$ cat src/rtl/fifo_uart_tx_pkg.sv
// Shared constants for the FIFO-fed UART transmitter: FSM state encoding
// and the default baud divisor.
package fifo_uart_tx_pkg;

   typedef enum logic [1:0] {
      IDLE  = 2'd0,
      START = 2'd1,
      DATA  = 2'd2,
      STOP  = 2'd3
   } tx_state_e;

   // 50 MHz system clock at 115200 baud
   localparam int CLKS_PER_BIT_115200 = 434;

endpackage

$ cat src/rtl/fifo_uart_tx_if.sv
// FIFO-read / serial-line bundle between the FIFO stage, the transmitter
// and the TX pin.
interface fifo_uart_tx_if #(
   parameter int DATA_BITS = 8
);
   logic                 fifo_empty;
   logic [DATA_BITS-1:0] fifo_data;
   logic                 fifo_trig_read;
   logic                 tx;
   logic                 busy;

   modport master (
      output fifo_empty, fifo_data,
      input  fifo_trig_read, tx, busy
   );

   modport slave (
      input  fifo_empty, fifo_data,
      output fifo_trig_read, tx, busy
   );
endinterface

$ cat src/rtl/fifo_uart_tx_baud_tick.sv
// Bit-period timer: one-cycle tick every CLKS_PER_BIT clocks, restartable
// through a synchronous clear.
module baud_tick #(
   parameter int CLKS_PER_BIT = 434
) (
   input  logic clk,
   input  logic rst,
   input  logic clr,
   output logic tick_o
);
   localparam int CW = (CLKS_PER_BIT > 1) ? $clog2(CLKS_PER_BIT) : 1;

   logic [CW-1:0] cnt_q, cnt_d;

   assign tick_o = (cnt_q == CW'(CLKS_PER_BIT - 1));

   always_comb begin
      cnt_d = cnt_q + 1'b1;
      if (clr || tick_o) cnt_d = '0;
   end

   always_ff @(posedge clk) begin
      if (rst) cnt_q <= '0;
      else     cnt_q <= cnt_d;
   end
endmodule

$ cat src/rtl/fifo_uart_tx.sv
// Drains bytes from the communication FIFO and sends each as an 8N1-style
// frame; pulses the FIFO read trigger once per captured byte.
module fifo_uart_tx
   import fifo_uart_tx_pkg::*;
#(
   parameter int CLKS_PER_BIT = CLKS_PER_BIT_115200,
   parameter int DATA_BITS    = 8,
   parameter int STOP_BITS    = 1,
   parameter int TRIG_CYCLES  = 2
) (
   input  logic           clk,
   input  logic           rst,
   fifo_uart_tx_if.slave  bus
);
   localparam int BW = (DATA_BITS > 1)   ? $clog2(DATA_BITS)   : 1;
   localparam int SW = (STOP_BITS > 1)   ? $clog2(STOP_BITS)   : 1;
   localparam int TW = (TRIG_CYCLES > 1) ? $clog2(TRIG_CYCLES) : 1;

   tx_state_e            state_q, state_d;
   logic [DATA_BITS-1:0] shift_q, shift_d;
   logic [BW-1:0]        bit_q, bit_d;
   logic [SW-1:0]        stop_q, stop_d;
   logic [TW-1:0]        tcnt_q, tcnt_d;
   logic                 tx_q, tx_d;
   logic                 busy_q, busy_d;
   logic                 trig_q, trig_d;
   logic                 tick;
   logic                 baud_clr;

   // Restart the bit timer on every state entry and hold it while idle
   assign baud_clr = (state_d != state_q) || (state_q == IDLE);

   baud_tick #(.CLKS_PER_BIT(CLKS_PER_BIT)) u_baud (
      .clk    (clk),
      .rst    (rst),
      .clr    (baud_clr),
      .tick_o (tick)
   );

   // Outputs are registered, so next-state logic also computes next tx/busy/trig
   always_comb begin
      state_d = state_q;
      shift_d = shift_q;
      bit_d   = bit_q;
      stop_d  = stop_q;
      tcnt_d  = tcnt_q;
      tx_d    = tx_q;
      busy_d  = busy_q;
      trig_d  = trig_q;

      if (trig_q) begin
         if (tcnt_q == TW'(TRIG_CYCLES - 1)) trig_d = 1'b0;
         else                                tcnt_d = tcnt_q + 1'b1;
      end

      case (state_q)
         IDLE: begin
            tx_d   = 1'b1;
            busy_d = 1'b0;
            if (!bus.fifo_empty) begin
               shift_d = bus.fifo_data;
               state_d = START;
               busy_d  = 1'b1;
               trig_d  = 1'b1;
               tcnt_d  = '0;
               tx_d    = 1'b0;
            end
         end
         START: begin
            if (tick) begin
               state_d = DATA;
               bit_d   = '0;
               tx_d    = shift_q[0];
            end
         end
         DATA: begin
            if (tick) begin
               if (bit_q == BW'(DATA_BITS - 1)) begin
                  state_d = STOP;
                  stop_d  = '0;
                  tx_d    = 1'b1;
               end else begin
                  bit_d = bit_q + 1'b1;
                  tx_d  = shift_q[bit_d];
               end
            end
         end
         STOP: begin
            if (tick) begin
               if (stop_q == SW'(STOP_BITS - 1)) begin
                  state_d = IDLE;
                  busy_d  = 1'b0;
                  tx_d    = 1'b1;
               end else begin
                  stop_d = stop_q + 1'b1;
               end
            end
         end
         default: begin
            state_d = IDLE;
            tx_d    = 1'b1;
            busy_d  = 1'b0;
         end
      endcase
   end

   always_ff @(posedge clk) begin
      if (rst) begin
         state_q <= IDLE;
         shift_q <= '0;
         bit_q   <= '0;
         stop_q  <= '0;
         tcnt_q  <= '0;
         tx_q    <= 1'b1;
         busy_q  <= 1'b0;
         trig_q  <= 1'b0;
      end else begin
         state_q <= state_d;
         shift_q <= shift_d;
         bit_q   <= bit_d;
         stop_q  <= stop_d;
         tcnt_q  <= tcnt_d;
         tx_q    <= tx_d;
         busy_q  <= busy_d;
         trig_q  <= trig_d;
      end
   end

   assign bus.tx             = tx_q;
   assign bus.busy           = busy_q;
   assign bus.fifo_trig_read = trig_q;
endmodule

$ cat src/flat_wrapper.sv
// flat-port wrapper written by rule: the top's interface ports become plain ports
module fifo_uart_tx_flat import fifo_uart_tx_pkg::*;
#(
   parameter int CLKS_PER_BIT = CLKS_PER_BIT_115200,
   parameter int DATA_BITS    = 8,
   parameter int STOP_BITS    = 1,
   parameter int TRIG_CYCLES  = 2
)
  (clk, rst, bus_fifo_empty, bus_fifo_data, bus_fifo_trig_read, bus_tx, bus_busy);
  fifo_uart_tx_if #(.DATA_BITS(DATA_BITS)) bus_i ();
  input  logic clk;
  input  logic rst;
  input wire logic [$bits(bus_i.fifo_empty)-1:0] bus_fifo_empty;
  input wire logic [$bits(bus_i.fifo_data)-1:0] bus_fifo_data;
  output wire logic [$bits(bus_i.fifo_trig_read)-1:0] bus_fifo_trig_read;
  output wire logic [$bits(bus_i.tx)-1:0] bus_tx;
  output wire logic [$bits(bus_i.busy)-1:0] bus_busy;
  assign bus_i.fifo_empty = bus_fifo_empty;
  assign bus_i.fifo_data = bus_fifo_data;
  assign bus_fifo_trig_read = bus_i.fifo_trig_read;
  assign bus_tx = bus_i.tx;
  assign bus_busy = bus_i.busy;
  fifo_uart_tx #(.CLKS_PER_BIT(CLKS_PER_BIT), .DATA_BITS(DATA_BITS), .STOP_BITS(STOP_BITS), .TRIG_CYCLES(TRIG_CYCLES)) u_core (.clk(clk), .rst(rst), .bus(bus_i));
endmodule
$ cat config.mk
export PLATFORM = sky130hd
export DESIGN_NAME = fifo_uart_tx_flat
export DESIGN_NICKNAME = d
export VERILOG_FILES = /design/src/rtl/fifo_uart_tx_pkg.sv /design/src/rtl/fifo_uart_tx_if.sv /design/src/rtl/fifo_uart_tx_baud_tick.sv /design/src/rtl/fifo_uart_tx.sv /design/src/flat_wrapper.sv
export SDC_FILE = /design/constraint.sdc
export NUM_CORES = 1
export LEC_CHECK = 0
export ABC_CLOCK_PERIOD_IN_PS = 1800
export CORE_MARGIN = 2
export CORE_UTILIZATION = 48
export CTS_CLUSTER_DIAMETER = 120
export DETAILED_ROUTE_END_ITERATION = 10
export GPL_ROUTABILITY_DRIVEN = 0
export PLACE_DENSITY = 0.83
export SLEW_MARGIN = 20
export SYNTH_ARGS = -nofsm -noshare
export SYNTH_HDL_FRONTEND = slang
export SYNTH_SLANG_ARGS = --single-unit
export TNS_END_PERCENT = 1
$ cat constraint.sdc
create_clock -name clk -period 1.8 [get_ports clk]
set_clock_uncertainty 0.1 [all_clocks]
set_input_delay 0.27 -clock clk [delete_from_list [all_inputs] [get_ports clk]]
set_output_delay 0.27 -clock clk [all_outputs]
set_load 0.1 [all_outputs]
==> Flow_metrics.wiki, run 1 <==
{| class="wikitable"
! Metric !! Value
|-
| Worst-skew pair later-pin latency || 0.32 ns
|-
| DRT Pass-1 Iters || 4
|-
| Status || finished with violations
|-
| Post-synth net total || 153
|-
| Ys flop type || dfxtp_1
|-
| Portion of the clock cycle consumed by the worst path in the final layout || 104.8%
|-
| Maximum buffer depth of the clock tree || 2
|-
| Count of endpoints failing hold in the final timing report || 0
|-
| Synth warnings || 0
|-
| Initial Util || just over 50%
|-
| Global routing met3 resource utilization || between 4 and 5%
|-
| Final #Nets || 174
|-
| Seq cells post-synth || 26
|-
| Vias after detailed routing || 1009
|-
| Critical path startpoint category || flip-flop
|-
| WL per Instance || 13.00 um
|-
| Buffer type at the clock tree root || clkbuf_4
|-
| Maximum resistive drop on vdd || 0.5583 mV
|-
| Global routing usage on met2 || 31.69%
|-
| Critical setup path kind || flip-flop to flip-flop
|-
| Arrival time at the worst endpoint || 2.03 ns
|-
| Post-Route Hold Slack || 0.3676 ns
|-
| Number of buffers created by CTS || 3
|-
| Highest Clock Rate || 530.1 MHz
|-
| Y dimension of the die || roughly 54 um
|-
| Share of synthesized cell area in and, or, nand and nor gates || roughly a quarter
|-
| RSZ-0062 raised after global routing || true
|-
| Sinks on the clock net || 26
|-
| Fill cells || 175
|-
| EDFF count, synth || 0
|-
| Die Span X || 53.61 um
|-
| Required time of the critical path || between 1.5 and 2 ns
|-
| CTS tree || built
|-
| Max Cap Viol || 0
|-
| Actual transition at the worst max-transition pin || 0.3038 ns
|-
| Adder-cell area share of the yosys netlist || 4.237%
|-
| Half-perimeter wire length after detailed placement || 1760 um
|-
| Failing checks || negative setup slack
|-
| Synth area leader || dfxtp_1
|-
| Tmin final || 1.887 ns
|-
| Layout overhead on the synthesized area || 25.95%
|-
| Total I/O pin count || 14
|-
| Most common library cells after synthesis || dfxtp_1, nor2_1, nand2_1
|-
| Fraction of final layout cells with drive strength greater than 1 || roughly 16%
|-
| Avg Vias per Cell || 5.425
|-
| Setup slack of the critical path after layout || -0.08660 ns
|-
| Area fraction in compound gates after synthesis || between 10% and 20%
|-
| Maximum net fanout on the critical path || 4
|-
| Number of antenna violations at the first check in global routing || 0
|-
| Area share of the largest cell type after synthesis || around 44%
|-
| Share of flip-flops with an asynchronous set or reset after synthesis || 0%
|-
| Layer carrying the most global-route usage || met2
|-
| Synthesized netlist cell count || about 140
|-
| Area inside the core boundary || approximately 2300 um2
|-
| Worst-path clk slew || 0.14 ns
|-
| Met1 Track Usage GR || ~28%
|-
| Dominant cells by area after synthesis || dfxtp_1, nor2_1, nand2_1, a21oi_1, xnor2_1
|-
| Final Max Tran Viols || 0
|-
| Worst slew margin relative to its limit || 79.75%
|-
| CTS H-tree lvls || 1
|-
| Lkg Pwr || 0.5169 nW
|-
| Detailed router's first-iteration violation count || 19
|-
| Setup Slack @ Placement || -0.1156 ns
|-
| Final count of negative-setup-slack endpoints || 4
|-
| Class of the tightest hold or removal check || flip-flop to flip-flop
|-
| Total number of placement rows || 17
|-
| Post-Syn Area || 1181 um2
|-
| Netlist cell types || 28
|-
| Port Buffer Count || 13
|-
| Kind of end point of the critical path || flip-flop
|-
| Largest family of logic cells by synthesized area || simple AND/OR/NAND/NOR gates
|-
| XOR/XNOR Fraction of Synth Area || 5.932%
|-
| Maximum number of pins on one net before global-route repair || 15
|-
| Combined global-route utilization of all metal layers || 20.38%
|-
| Mapped Avg Cell Area || 8.559 um2
|-
| Most common cell in the synthesized netlist || dfxtp_1
|-
| Mux cell area share after synthesis || 5.085%
|-
| Antenna viol nets, final || 0
|-
| Global-route wire length before repair || between 4000 and 5000 um
|-
| Total Wirelength || roughly 2400 um
|-
| Vias in the first global route || 964
|-
| Die area || approximately 2900 um2
|-
| ANT cells || 0
|-
| Final routed DRC violation total || 0
|-
| Proportion of synthesized chip area in sequential cells || 44.07%
|-
| Power density relative to cell area || 722.1 nW/um2
|-
| GRT Residual Overflow || 0
|}
==> path summary, 6_finish.rpt <==
| check | start | to | slack [ns] | depth (start not counted) |
|---|---|---|---|---|
| hold reg to reg | u_core.shift_q[4]$_SDFFE_PP0P_ | u_core.shift_q[4]$_SDFFE_PP0P_ | 0.37 | 2 |
| hold / removal | u_core.shift_q[4]$_SDFFE_PP0P_ | u_core.shift_q[4]$_SDFFE_PP0P_ | 0.37 | 2 |
| setup reg to reg | u_core.bit_q[0]$_SDFFE_PP0P_ | u_core.bit_q[2]$_SDFFE_PP0P_ | -0.09 | 6 |
| setup / recovery | u_core.bit_q[0]$_SDFFE_PP0P_ | u_core.bit_q[2]$_SDFFE_PP0P_ | -0.09 | 6 |
==> where the power goes <==
part	total [mW]	switching (mW)	internal [mW]
clock network	0.303	0.179	0.124
logic	0.159	0.0895	0.0699
registers	0.612	0.0154	0.597
==> cells by family after synthesis <==
kind of cell / after synthesis
AO/OA/AOI/OAI: 20
buffers and inverters: 11
adder cells (fa/ha/maj): 4
multiplexers: 6
flip-flops: 26
XOR/XNOR: 8
AND/OR/NAND/NOR: 63
==> area by class of cell <==
class / count / area [um2] / area share (%)
sequential: 26 / 523.0 / 35.16
inverter: 4 / 15.01 / 1.009
clock buffer: 4 / 36.28 / 2.439
tap: 28 / 35.03 / 2.355
multi-input combinational: 101 / 643.1 / 43.23
timing repair buffer: 23 / 235.2 / 15.81
==> per-stage QoR <==
| step | total power, mW | cell area (um2) | setup TNS [ns] | utilization [%] | cells |
|---|---|---|---|---|---|
| after detailed placement | 0.7841 | 1426 | -0.3096 | 62.67 | 182 |
| after global routing | 1.118 | 1488 | -0.4565 | 65.37 | 186 |
| after floorplan | 0.7123 | 1186 | 0 | - | 138 |
| after CTS | 1.073 | 1488 | -0.1996 | 65.37 | 186 |
| final | 1.074 | 1488 | -0.2282 | 65.37 | 186 |
| after global placement | 0.7802 | 1426 | -0.05479 | 62.67 | 182 |
==> critical path: stages (launching register included) <==
cell,delay (ns)
dfxtp_2,0.37
ha_4,0.16
ha_4,0.15
or3b_4,0.41
a211oi_4,0.31
mux2i_1,0.25
nor2_1,0.05
==> layout by cell type (no fill, tap or decap), types with 4 or more instances in the layout <==
cell type | synthesis | layout
nor3_1 | 4 | 4
nand2b_1 | 5 | 5
mux2i_1 | 6 | 6
nor2_1 | 20 | 20
buf_4 | 0 | 10
nand2_1 | 18 | 18
dfxtp_1 | 26 | 24
clkdlybuf4s50_1 | 0 | 10
xnor2_1 | 7 | 7
a21oi_1 | 13 | 13
inv_1 | 4 | 4
==> per-layer routing <==
layer  wire (um)  vias to the layer above
met4          43                        0
met2        1133                       22
met1        1149                      472
li1            -                      508
met3          91                        7
met5           0                        -
==> flip-flops by register name, indices dropped and copies added (netlist names) <==
signal                     flops
u_core.tcnt_q                  1
u_core.bus.tx                  1
u_core.shift_q                 8
u_core.bus.busy                1
u_core.bus.fifo_trig_read      1
u_core.bit_q                   3
u_core.state_q                 2
u_core.u_baud.cnt_q            9
==> repair_timing <==
action,CTS,global route
pin swaps,2,2
resized for setup,5,0
hold buffers,0,0
setup buffers,0,0
endpoints found under the setup margin,4,4
hold endpoints to repair,0,0
Power figures use the tool's default switching activity.
==> run 2: changes to the inputs <==
Settings changed: SKIP_LAST_GASP set to 1.
==> run 2 against run 1 <==
The run still ends with negative setup slack left. Critical path depth unchanged. Highest routed layer unchanged. Clock power about the same. Combinational power about the same.
==> Flow_metrics.wiki, run 2 (synthesis gave the netlist of run 1 again) <==
{| class="wikitable"
! Metric !! Value
|-
| RSZ-0062 raised after global routing || true
|-
| Worst slew margin relative to its limit || 79.77%
|-
| Maximum buffer depth of the clock tree || 2
|-
| Dominant delay contributor by cell family on the critical path || simple AND/OR/NAND/NOR gates
|-
| Max Cap Viol || 0
|-
| Fraction of power spent switching nets || 26.34%
|-
| Vias after detailed routing || 996
|-
| End of the worst register-to-register path || u_core.bit_q[2]$_SDFFE_PP0P_
|-
| Critical setup path kind || flip-flop to flip-flop
|-
| Half-perimeter wire length after detailed placement || 1760 um
|-
| Multi-input logic area || 643.1 um2
|-
| Hold-fix buffer count after cts || 0
|-
| Hold Path Stages || 2
|-
| Most common cell after layout, fill and taps aside || dfxtp_1
|-
| Net load switching power || roughly 280 uW
|-
| Port Buffer Count || 13
|-
| Crit path top cell by count || ha_4
|-
| Startpoint of the worst register-to-register path || u_core.bit_q[0]$_SDFFE_PP0P_
|-
| Detailed router's first-iteration violation count || 15
|-
| Reg-to-reg slack, setup || -0.09 ns
|-
| Maximum resistive drop on vdd || between 0.5 and 0.6 mV
|-
| Critical path startpoint category || flip-flop
|-
| Fraction of final layout cells with drive strength greater than 1 || 16.46%
|-
| Final routed DRC violation total || 0
|-
| Largest register by flop count || u_core.u_baud.cnt_q
|-
| Tmin final || 1.888 ns
|-
| Number of buffer and inverter stages on the critical path || 0
|-
| Number of antenna violations at the first check in global routing || 0
|-
| Reg power frac || 57.0%
|-
| Die area || between 2000 and 3000 um2
|-
| Area occupied by registers || 523.0 um2
|-
| Total I/O pin count || 14
|-
| Power density relative to cell area || 721.4 nW/um2
|-
| Setup slack of the critical path after layout || -0.08775 ns
|-
| Antenna viol nets, final || 0
|-
| Portion of total power attributed to the clock network || 28.1%
|-
| Final Max Tran Viols || 0
|-
| Required time of the critical path || 1.94 ns
|-
| GRT Residual Overflow || 0
|-
| Worst-skew pair later-pin latency || 0.32 ns
|-
| Maximum number of pins on one net before global-route repair || 15
|-
| Met1 wire length || 1164 um
|-
| Buffer type at the clock tree root || clkbuf_4
|-
| ANT cells || 0
|-
| Failing checks || negative setup slack
|-
| Highest Clock Rate || 529.7 MHz
|-
| Layout overhead on the synthesized area || 25.95%
|-
| Class of the tightest hold or removal check || flip-flop to flip-flop
|-
| Global-route wire length before repair || 4284 um
|-
| Most used cells in the layout excluding fill and tap cells || dfxtp_1, nor2_1, nand2_1
|-
| Detailed route wirelength on metal3 || 100 um
|-
| Y dimension of the die || 53.61 um
|-
| Final count of negative-setup-slack endpoints || 4
|-
| Setup Slack @ Placement || -0.1156 ns
|-
| Avg Vias per Cell || 5.355
|-
| Final #Nets || 174
|-
| Sinks on the clock net || 26
|-
| Worst path cell trace || ha_4 > ha_4 > or3b_4 > a211oi_4 > mux2i_1 > nor2_1
|-
| Portion of the clock cycle consumed by the worst path in the final layout || 104.9%
|-
| Met2 wire length || 1121 um
|-
| Post-CTS repair timing setup buffer count || 0
|-
| Maximum net fanout on the critical path || 4
|-
| Lkg Pwr || 0.5169 nW
|-
| CTS H-tree lvls || 1
|-
| Worst-path clk slew || between 0.1 and 0.15 ns
|-
| Fill cells || 175
|-
| Vias in the first global route || 965
|-
| Top metal layer carrying routed signals || met4
|-
| DRT Pass-1 Iters || 4
|-
| Cell type of the slowest stage on the worst timing path || or3b_4
|-
| Combinational share of power || 14.8%
|-
| Kind of end point of the critical path || flip-flop
|-
| Initial Util || 51.90%
|-
| CTS tree || built
|-
| Total number of placement rows || 17
|-
| Status || finished with violations
|-
| Number of buffers created by CTS || 3
|-
| Hold Path End || u_core.shift_q[4]$_SDFFE_PP0P_
|-
| WL per Instance || 13.06 um
|-
| Setup tns final || -0.2232 ns
|-
| Count of endpoints failing hold in the final timing report || 0
|-
| Combined global-route utilization of all metal layers || 20.38%
|-
| Actual transition at the worst max-transition pin || 0.3034 ns
|-
| Area inside the core boundary || around 2300 um2
|-
| Total Wirelength || 2430 um
|-
| Internal cell power || 790.6 uW
|-
| Top Registers || u_core.u_baud.cnt_q: 9 flops, u_core.shift_q: 8 flops, u_core.bit_q: 3 flops
|-
| Register-to-Register Path Depth || 6
|-
| Die Span X || between 50 and 60 um
|-
| Arrival time at the worst endpoint || 2.03 ns
|-
| Hold Path Origin || u_core.shift_q[4]$_SDFFE_PP0P_
|-
| Max FFs per register || 9
|-
| Delay contributed by the slowest stage of the critical path || 0.41 ns
|}
## run 2: cell counts in the layout (fill, tap and decap cells not counted)
No cell type changed its count.
## run 2: per-layer routing
metal  vias up  GRT usage (%)
met5         -              0
met4         0          7.692
met3         7          4.444
met2        24          31.69
met1       458          27.65
li1        507              -
## run 2: worst max-delay path by stage
stage	start	endpoint	slack, ns	cells past startpoint
global route	u_core.bit_q[0]$_SDFFE_PP0P_	u_core.bit_q[2]$_SDFFE_PP0P_	-0.14	6
detailed placement	u_core.bit_q[0]$_SDFFE_PP0P_	u_core.bit_q[2]$_SDFFE_PP0P_	-0.12	6
finish	u_core.bit_q[0]$_SDFFE_PP0P_	u_core.bit_q[2]$_SDFFE_PP0P_	-0.09	6
floorplan	u_core.bit_q[0]$_SDFFE_PP0P_	u_core.bit_q[1]$_SDFFE_PP0P_	0.0003	6
global placement	u_core.bit_q[0]$_SDFFE_PP0P_	u_core.bit_q[1]$_SDFFE_PP0P_	-0.03	6
CTS	u_core.bit_q[1]$_SDFFE_PP0P_	u_core.bit_q[2]$_SDFFE_PP0P_	-0.08	6
## run 2: power groups by stage
| stage | Sequential [mW] | Combinational, mW | Clock [mW] |
|---|---|---|---|
| after CTS | 0.612 | 0.160 | 0.301 |
| after global routing | 0.616 | 0.171 | 0.331 |
| final | 0.612 | 0.159 | 0.302 |
| after floorplan | 0.659 | 0.0529 | 0 |
| after detailed placement | 0.625 | 0.159 | 0 |
| after global placement | 0.623 | 0.157 | 0 |
## run 2: per-stage QoR
| stage | util (%) | power, mW | hold WS [ns] | std cells | instance area [um2] |
|---|---|---|---|---|---|
| 6_report | 65.37 | 1.073 | 0.3675 | 186 | 1488 |
| 5_1_grt | 65.37 | 1.118 | 0.3567 | 186 | 1488 |
| 4_1_cts | 65.37 | 1.073 | 0.3679 | 186 | 1488 |
| 3_5_place_dp | 62.67 | 0.7841 | 0.3491 | 182 | 1426 |
| 3_3_place_gp | 62.67 | 0.7802 | 0.3432 | 182 | 1426 |
| 2_1_floorplan | - | 0.7123 | 0.3060 | 138 | 1186 |
## run 2: repair_timing
item                       in CTS  in global routing
setup endpoints to repair       4                  4
resized for setup               5                  0
pin swaps                       2                  0
## run 2: layout make-up
type / instances / area share (%)
Multi-Input combinational cell: 101 / 43.23
Sequential cell: 26 / 35.16
Timing Repair Buffer: 23 / 15.81
Clock buffer: 4 / 2.439
Tap cell: 28 / 2.355
Inverter: 4 / 1.009
## run 2: worst reg2reg max path, stage by stage, from the launching register on
cell and delay [ns]:
dfxtp_2 0.36, ha_4 0.16, ha_4 0.15, or3b_4 0.41, a211oi_4 0.30, mux2i_1 0.26
nor2_1 0.05
==> run 3: changes to the inputs <==
--- a/config.mk
+++ b/config.mk
@@ -8,2 +8,3 @@
 export ABC_CLOCK_PERIOD_IN_PS = 1800
+export CAP_MARGIN = 30
 export CORE_MARGIN = 2
==> constraint.sdc (replaced) <==
create_clock -name clk -period 1.8 [get_ports clk]
set_clock_uncertainty 0.1 [all_clocks]
set_input_delay 0.18 -clock clk [delete_from_list [all_inputs] [get_ports clk]]
set_output_delay 0.18 -clock clk [all_outputs]
set_load 0.1 [all_outputs]
==> run 3 against run 2 <==
The flow still finishes with violations (negative setup slack). Routed wire length is 0.41% lower. Power shrank 7.3%. Critical path depth unchanged. Count of clock-buffer cells in the layout decreased by 1. Via count is 1.4% lower. Hold slack got worse by 0.069 ns. Combinational power fell by 6%. Sequential cell count unchanged. Setup slack lost 0.012 ns. Non-clock buffer count unchanged. Clock power decreased by 22%. Critical path type unchanged. Highest routed layer unchanged.
==> Flow_metrics.wiki, run 3 (synthesis gave the netlist of run 1 again) <==
{| class="wikitable"
! Metric !! Value
|-
| Status || finished with violations
|-
| Failing checks || negative setup slack
|-
| Post-Route Hold Slack || 0.2983 ns
|-
| Final #Nets || 174
|-
| Post-placement cell count || 181
|-
| Power density relative to cell area || around 700 nW/um2
|-
| Setup tns final || -0.2889 ns
|-
| Antenna viol nets, final || 0
|-
| Highest Clock Rate || 526.4 MHz
|-
| Final routed DRC violation total || 0
|-
| DRT Pass-1 Iters || 4
|-
| Number of buffers created by CTS || 3
|-
| WL per Instance || roughly 13 um
|-
| Maximum resistive drop on vdd || 0.4644 mV
|-
| Half-perimeter wire length after detailed placement || 1713 um
|-
| Portion of the clock cycle consumed by the worst path in the final layout || 105.5%
|-
| Total I/O pin count || 14
|-
| Port Buffer Count || 13
|-
| Maximum net fanout on the critical path || 4
|-
| Worst-skew pair later-pin latency || 0.31 ns
|-
| Lkg Pwr || approximately 0.5 nW
|-
| CTS tree || built
|-
| Detailed router's first-iteration violation count || 11
|-
| Most common cell after layout, fill and taps aside || dfxtp_1
|-
| Actual transition at the worst max-transition pin || about 0.31 ns
|-
| Worst-path clk slew || 0.13 ns
|-
| Buffer type at the clock tree root || clkbuf_4
|-
| Final count of negative-setup-slack endpoints || 4
|-
| Area inside the core boundary || between 2000 and 2500 um2
|-
| Y dimension of the die || 53.61 um
|-
| Critical path startpoint category || flip-flop
|-
| Vias after detailed routing || just under 1k
|-
| GRT Residual Overflow || 0
|-
| Combinational share of power || between 10% and 20%
|-
| Setup slack of the critical path after layout || -0.09958 ns
|-
| Sinks on the clock net || 26
|-
| Final cell count without fillers || 185
|-
| Final Max Tran Viols || 0
|-
| CTS H-tree lvls || 1
|-
| Max Cap Viol || 0
|-
| Arrival time at the worst endpoint || 2.04 ns
|-
| Internal cell power || 734.0 uW
|-
| Avg Vias per Cell || 5.308
|-
| Fraction of final layout cells with drive strength greater than 1 || 15.92%
|-
| Global-route wire length before repair || 4236 um
|-
| Hold-fix buffer count after cts || 0
|-
| Reg power frac || 61.2%
|-
| Net load switching power || 261.2 uW
|-
| Initial Util || 51.90%
|-
| Maximum number of pins on one net before global-route repair || 14
|-
| ANT cells || 0
|-
| Tmin final || 1.900 ns
|-
| Number of antenna violations at the first check in global routing || 0
|-
| Kind of end point of the critical path || flip-flop
|-
| Count of endpoints failing hold in the final timing report || 0
|-
| Largest register by flop count || u_core.u_baud.cnt_q
|-
| Layout overhead on the synthesized area || 22.67%
|-
| Combined global-route utilization of all metal layers || 20.02%
|-
| Total Wirelength || 2420 um
|-
| Most used cells in the layout excluding fill and tap cells || dfxtp_1, nor2_1, nand2_1
|-
| Vias in the first global route || 981
|-
| RSZ-0062 raised after global routing || true
|-
| Fraction of power spent switching nets || 26.24%
|-
| Portion of total power attributed to the clock network || 23.8%
|-
| Die area || 2874 um2
|-
| Die Span X || 53.61 um
|-
| Top Registers || u_core.u_baud.cnt_q: 9 flops, u_core.shift_q: 8 flops, u_core.bit_q: 3 flops
|-
| Max FFs per register || 9
|-
| Worst slew margin relative to its limit || 79.50%
|-
| Total number of placement rows || 17
|-
| Critical setup path kind || flip-flop to flip-flop
|-
| Maximum buffer depth of the clock tree || 2
|-
| Required time of the critical path || just under 2 ns
|-
| Design Power || 995.2 uW
|-
| Class of the tightest hold or removal check || primary input to flip-flop
|}
run 3: cell types whose count changed in the layout (fill, tap and decap cells not counted), sizes merged:
cell | previous run | this run
clkbuf | 4 | 3
run 3: path summary, 6_finish.rpt:
check | startpoint | to | slack, ns | cells after the start
max | u_core.bit_q[0]$_SDFFE_PP0P_ | u_core.bit_q[0]$_SDFFE_PP0P_ | -0.1 | 6
min | bus_fifo_data[3] | u_core.shift_q[3]$_SDFFE_PP0P_ | 0.30 | 3
min reg2reg | u_core.shift_q[1]$_SDFFE_PP0P_ | u_core.shift_q[1]$_SDFFE_PP0P_ | 0.36 | 2
max reg2reg | u_core.bit_q[0]$_SDFFE_PP0P_ | u_core.bit_q[0]$_SDFFE_PP0P_ | -0.1 | 6
run 3: power groups by stage:
stage | Combinational [mW] | Clock (mW) | Sequential (mW)
floorplan | 0.0529 | 0 | 0.659
global placement | 0.146 | 0 | 0.621
detailed placement | 0.149 | 0 | 0.622
CTS | 0.149 | 0.244 | 0.609
global route | 0.161 | 0.269 | 0.612
finish | 0.149 | 0.237 | 0.609
run 3: per-layer routing:
metal | GRT usage (%) | vias up | share of wire [%]
li1 | - | 505 | -
met1 | 24.70 | 462 | 50
met2 | 35.80 | 13 | 47
met3 | 2.500 | 2 | 2.3
met4 | 6.838 | 0 | 0.66
met5 | 0 | - | 0
run 3: stage by stage:
step	util, %	setup WS, ns	area (um2)
3_3_place_gp	61.24	-0.03739	1394
3_5_place_dp	61.24	-0.1222	1394
6_report	63.66	-0.09958	1449
2_1_floorplan	-	0.0003357	1186
5_1_grt	63.66	-0.1905	1449
4_1_cts	63.66	-0.07885	1449
run 3: critical path: stages, from the launching register on:
cell and delay [ns]:
dfxtp_2 0.36, ha_4 0.16, ha_4 0.15, or3b_4 0.41, a211oi_4 0.31, nand4b_1 0.15
a21oi_1 0.18
run 3: final cells by class:
class | instances | area, um2
inverters | 4 | 15.01
clock buffers | 3 | 22.52
fillers | 197 | 827.0
repair buffers | 23 | 210.2
flip-flops and latches | 26 | 523.0
multi-input cells | 101 | 643.1
well taps | 28 | 35.03
run 3: timing repair:
action                                  CTS  global route
buffers inserted                          1             0
endpoints found under the setup margin    4            13
resized for setup                         5             0
cloned                                    0             0
pin swaps                                 2             0
